<file path="src/rtl/demux_load_sequencer_if.sv">
// Stream-in / demux-out bundle for demux_load_sequencer.
// master = upstream source and demux consumer side, slave = the sequencer.
interface demux_load_sequencer_if #(
    parameter int DATA_W = 16
);
    logic              start;
    logic              s_valid;
    logic              s_ready;
    logic [DATA_W-1:0] s_data;
    logic [3:0]        sel;
    logic              en;
    logic [DATA_W-1:0] wr_data;
    logic              busy;
    logic              done;

    modport master (
        output start, s_valid, s_data,
        input  s_ready, sel, en, wr_data, busy, done
    );

    modport slave (
        input  start, s_valid, s_data,
        output s_ready, sel, en, wr_data, busy, done
    );
endinterface

</file>
<file path="src/rtl/demux_load_sequencer.sv">
// Frame loader driving a 1-to-16 enable demux: one slot write per accepted word.
// Optional SEQ_OVERRUN_EN adds a sticky overrun flag for words offered outside LOAD.
module demux_load_sequencer #(
    parameter int DATA_W    = 16,
    parameter int NUM_SLOTS = 16
) (
    input  logic                   clk,
    input  logic                   rst_n,
    demux_load_sequencer_if.slave  bus
`ifdef SEQ_OVERRUN_EN
    ,
    output logic                   overrun
`endif
);
    typedef enum logic [1:0] {
        IDLE = 2'd0,
        LOAD = 2'd1,
        DONE = 2'd2
    } state_t;

    localparam logic [3:0] LAST = 4'(NUM_SLOTS - 1);

    state_t            state;
    logic [3:0]        cnt;
    logic [3:0]        sel;
    logic              en;
    logic [DATA_W-1:0] wr_data;
    logic              busy;
    logic              done;
    logic              accept;

    assign accept      = bus.s_valid && (state == LOAD);
    assign bus.s_ready = (state == LOAD);
    assign bus.sel     = sel;
    assign bus.en      = en;
    assign bus.wr_data = wr_data;
    assign bus.busy    = busy;
    assign bus.done    = done;

    always_ff @(posedge clk) begin
        if (!rst_n) begin
            state   <= IDLE;
            cnt     <= 4'd0;
            sel     <= 4'd0;
            en      <= 1'b0;
            wr_data <= '0;
            busy    <= 1'b0;
            done    <= 1'b0;
        end else begin
            en   <= 1'b0;
            done <= 1'b0;
            case (state)
                IDLE: begin
                    if (bus.start) begin
                        state <= LOAD;
                        cnt   <= 4'd0;
                        busy  <= 1'b1;
                    end
                end
                LOAD: begin
                    if (accept) begin
                        en      <= 1'b1;
                        sel     <= cnt;
                        wr_data <= bus.s_data;
                        cnt     <= cnt + 4'd1;
                        // done is raised with the last en so it is high exactly in DONE
                        if (cnt == LAST) begin
                            state <= DONE;
                            done  <= 1'b1;
                        end
                    end
                end
                DONE: begin
                    state <= IDLE;
                    busy  <= 1'b0;
                end
                default: begin
                    state <= IDLE;
                    busy  <= 1'b0;
                end
            endcase
        end
    end

`ifdef SEQ_OVERRUN_EN
    // Clearing on frame start wins over a word offered in that same IDLE cycle
    always_ff @(posedge clk) begin
        if (!rst_n) begin
            overrun <= 1'b0;
        end else if (state == IDLE && bus.start) begin
            overrun <= 1'b0;
        end else if (bus.s_valid && state != LOAD) begin
            overrun <= 1'b1;
        end
    end
`endif
endmodule
</file>
<file path="src/flat_wrapper.sv">
// flat-port wrapper written by rule: the top's interface ports become plain ports
module demux_load_sequencer_flat 
#(
    parameter int DATA_W    = 16,
    parameter int NUM_SLOTS = 16
)
  (clk, rst_n, bus_start, bus_s_valid, bus_s_data, bus_s_ready, bus_sel, bus_en, bus_wr_data, bus_busy, bus_done);
  demux_load_sequencer_if #(.DATA_W(DATA_W)) bus_i ();
  input  logic clk;
  input  logic rst_n;
  input wire logic [$bits(bus_i.start)-1:0] bus_start;
  input wire logic [$bits(bus_i.s_valid)-1:0] bus_s_valid;
  input wire logic [$bits(bus_i.s_data)-1:0] bus_s_data;
  output wire logic [$bits(bus_i.s_ready)-1:0] bus_s_ready;
  output wire logic [$bits(bus_i.sel)-1:0] bus_sel;
  output wire logic [$bits(bus_i.en)-1:0] bus_en;
  output wire logic [$bits(bus_i.wr_data)-1:0] bus_wr_data;
  output wire logic [$bits(bus_i.busy)-1:0] bus_busy;
  output wire logic [$bits(bus_i.done)-1:0] bus_done;
  assign bus_i.start = bus_start;
  assign bus_i.s_valid = bus_s_valid;
  assign bus_i.s_data = bus_s_data;
  assign bus_s_ready = bus_i.s_ready;
  assign bus_sel = bus_i.sel;
  assign bus_en = bus_i.en;
  assign bus_wr_data = bus_i.wr_data;
  assign bus_busy = bus_i.busy;
  assign bus_done = bus_i.done;
  demux_load_sequencer #(.DATA_W(DATA_W), .NUM_SLOTS(NUM_SLOTS)) u_core (.clk(clk), .rst_n(rst_n), .bus(bus_i));
endmodule
</file>
<file path="config.mk">
export PLATFORM = sky130hd
export DESIGN_NAME = demux_load_sequencer_flat
export DESIGN_NICKNAME = d
export VERILOG_FILES = /design/src/rtl/demux_load_sequencer_if.sv /design/src/rtl/demux_load_sequencer.sv /design/src/flat_wrapper.sv
export SDC_FILE = /design/constraint.sdc
export NUM_CORES = 1
export LEC_CHECK = 0
export ABC_AREA = 1
export ABC_CLOCK_PERIOD_IN_PS = 2400
export CORE_ASPECT_RATIO = 1.5
export CORE_MARGIN = 2
export CORE_UTILIZATION = 45
export DETAILED_ROUTE_END_ITERATION = 8
export GPL_ROUTABILITY_DRIVEN = 0
export PLACE_DENSITY = 0.79
export SKIP_LAST_GASP = 1
export SLEW_MARGIN = 20
export SYNTH_ARGS = -nofsm -noshare
export SYNTH_HDL_FRONTEND = slang
export SYNTH_SLANG_ARGS = --single-unit
</file>
<file path="constraint.sdc">
create_clock -name clk -period 2.4 [get_ports clk]
set_input_delay 0.72 -clock clk [delete_from_list [all_inputs] [get_ports clk]]
set_output_delay 0.72 -clock clk [all_outputs]
set_load 0.005 [all_outputs]
</file>
==> impl_metrics.py <==
metrics = {
    "cts": {
        "clk_pin_slew_ns": 0.07,
        "cts_buffer_depth": 2,
        "cts_buffers": 5,
        "htreeDepth": 2,
        "cts_root_buf": "clkbuf_4",
        "post_cts_resized": 0,
        "clk_latency_ns": 0.32,
        "cts_hold_buf": 0,
        "cts_tree": "built",
        "cts.sinks": 29,
        "post-cts-setup-buffer-count": 0,
    },
    "detailed_routing": {
        "wl_met3_um": 189,
        "drtAntennaViolNets": 0,
        "vias_per_cell": 5.19,
        "routed_wl_mm": 2.65,
        "vias": 1069,
        "drc": 0,
        "first_iter_violations": 25,
        "met1_length_mm": 1.00,
        "wl_per_cell_um": 12.9,
        "first_pass_iters": 4,
        "met2_length_mm": 1.42,
        "dr.max_layer_used": "met4",
    },
    "grt": {
        "grt_overflow": 0,
        "grt.total_usage": 0.204,
        "grt_first_pass_wirelength_mm": 4.38,
        "grt_pass1_vias": 1088,
        "grt_max_degree": 23,
        "antenna_found_initial": 0,
    },
    "floorplan": {
        "rows": 22,
        "core_um2": 2420,
        "start_util": 0.468,
        "die-area_um2": 2940,
        "fp.dieW_um": 45.0,
        "die_h_um": 65.5,
        "pin_count": 44,
    },
    "final_layout": {
        "syn2layout_area_growth_pct": 41.3,
        "nFillCells": 216,
        "drive_above_1_share": 0.0879,
        "num_antenna_cells": 0,
        "instances_no_fill": 206,
        "nNetsFinal": 204,
    },
    "setup_path": {
        "slowest_delay_ns": 0.53,
        "cp_top_family": "buffers and inverters",
        "arrival_ns": 1.41,
        "worstPathCellList": "inv_2 -> nor2_4 -> clkdlybuf4s50_1",
        "crit_slowest_cell": "clkdlybuf4s50_1",
        "cp-start-kind": "flip-flop",
        "critPathBufInv": 2,
        "critPathKind": "reg -> out",
        "critPathCaptureType": "output pin",
        "cp.required_ns": 1.68,
        "path_max_fanout": 3,
    },
    "yosys": {
        "synth_top_family_by_area": "simple AND/OR/NAND/NOR gates",
        "synth-xor-area-share": 0,
        "yosys.cell_types.count": 21,
        "synth_compound_area_frac": 0.130,
        "synth_fa_ha_area_frac": 0.0110,
        "synth_area_um2": 1130,
        "yosys.area_share.simple": 0.256,
        "syn_avg_cell_area_um2": 8.27,
        "synthCells": 137,
        "synthMuxAreaShare": 0,
        "synth.ff_latch_count": 29,
        "ys_seq_area_frac": 0.512,
        "yosysWarnings": 0,
        "synthesis.nets": 158,
    },
    "sta": {
        "fin_hold_ws_ns": 0.467,
        "period_share": 0.886,
        "finalSetupViolCount": 0,
        "fin_crit_ns": 2.13,
        "rsz0062_at_grt": "false",
        "final-hold-violation-count": 0,
        "tns_ns": 0,
        "fmax_mhz": 470,
        "slew_headroom": 0.844,
        "worst_slew_pin_slew_ns": 0.235,
        "fin_worst_skew_ns": 0.00814,
        "drv_slew": 0,
    },
    "placed_design": {
        "portBuffers": 43,
        "dp_hpwl_mm": 1.91,
        "place_inst": 200,
    },
    "power": {
        "powerDensity_nw_per_um2": 562,
        "peakVddDrop_mv": 0.415,
        "p_leak_nw": 0.608,
    },
    "run": {
        "drv_cap": 0,
    },
    "min_path": {
        "hp-class": "reg -> reg",
    },
    "outcome": {
        "status": "complete, no violations",
    },
}
==> worst reg2reg max path: cells and delay by family (launching register included) <==
family,cells,cell delay [ns]
AOI/OAI and AO/OA,1,0.17
adders and majority gates,1,0.22
buffers and inverters,1,0.04
DFF,1,0.39
and+or+nand+nor,3,0.26
==> layout make-up <==
class / count / area [um2] / share of cell area
clock buffers: 5 / 37.5 / 0.0234
clock inverters: 1 / 5.00 / 0.00312
inverters: 10 / 37.5 / 0.0234
multi-input cells: 90 / 450 / 0.281
flip-flops and latches: 29 / 581 / 0.362
well taps: 24 / 30.0 / 0.0187
repair buffers: 47 / 460 / 0.287
==> stage by stage <==
step	area, um2	utilization	setup WS (ns)	power, mW
after floorplan	1130	-	0.998	0.587
after global placement	1560	0.644	0.451	0.656
after detailed placement	1560	0.644	0.428	0.660
after CTS	1600	0.661	0.246	0.910
after global routing	1600	0.661	0.209	0.948
final	1600	0.661	0.274	0.900
==> report_power, final <==
group | internal [mW] | leakage [nW] | switching, mW
logic | 0.0763 | 0.346 | 0.0624
registers | 0.499 | 0.236 | 0.0112
clock network | 0.101 | 0.0269 | 0.150
==> worst paths after layout <==
check	from	endpoint	slack [ns]	cells after the start
hold / removal	u_core.bus.sel[0]	u_core.bus.sel[0]	0.47	2
hold reg to reg	u_core.bus.sel[0]	u_core.bus.sel[0]	0.47	2
setup reg to reg	u_core.cnt[0]	u_core.state[0]	1.22	6
setup / recovery	u_core.state[0]	bus_s_ready	0.27	3
==> synth_stat cells <==
| cell type | count | area, um2 |
|---|---|---|
| dfxtp_1 | 29 | 581 |
| nand2_1 | 29 | 109 |
| a21oi_1 | 22 | 110 |
| nand3_1 | 21 | 105 |
| inv_1 | 8 | 30.0 |
| nor2_1 | 6 | 22.5 |
| buf_6 | 4 | 45.0 |
| nor3_1 | 3 | 15.0 |
| inv_2 | 2 | 7.51 |
| o21ai_0 | 2 | 10.0 |
| a211oi_2 | 1 | 12.5 |
| a22oi_1 | 1 | 7.51 |
| buf_1 | 1 | 3.75 |
| buf_2 | 1 | 5.00 |
| buf_4 | 1 | 7.51 |
| clkbuf_1 | 1 | 3.75 |
| ha_1 | 1 | 12.5 |
| nand3_2 | 1 | 10.0 |
| nand3_4 | 1 | 17.5 |
| nor2_4 | 1 | 11.3 |
| o21a_1 | 1 | 7.51 |
==> cells by family after synthesis <==
| logic type | Yosys count |
|---|---|
| AND/OR/NAND/NOR | 62 |
| flip-flops | 29 |
| AO/OA/AOI/OAI | 27 |
| buffers and inverters | 18 |
| adder cells (fa/ha/maj) | 1 |
==> sequential cells by signal, indices dropped and copies added, names as in the netlist <==
name,cells
u_core.bus.busy,1
u_core.bus.done,1
u_core.bus.en,1
u_core.bus.sel,4
u_core.bus.wr_data,16
u_core.cnt,4
u_core.state,2
==> metal layers <==
layer	up-vias	global-route usage
met1	486	0.197
met5	-	0
met4	0	0.0956
li1	544	-
met2	35	0.350
met3	4	0.0962
==> placed cells by master (no fill, tap or decap), drive strengths merged, types with 2 or more instances in the layout <==
cell | Yosys | final
clkbuf | 1 | 5
a21oi | 22 | 22
inv | 10 | 10
o21ai | 2 | 2
dfxtp | 29 | 29
nor2 | 7 | 7
clkdlybuf4s50 | 0 | 43
nor3 | 3 | 3
buf | 7 | 4
nand3 | 23 | 23
nand2 | 29 | 29
No activity file was read; power rests on OpenSTA's default activity.
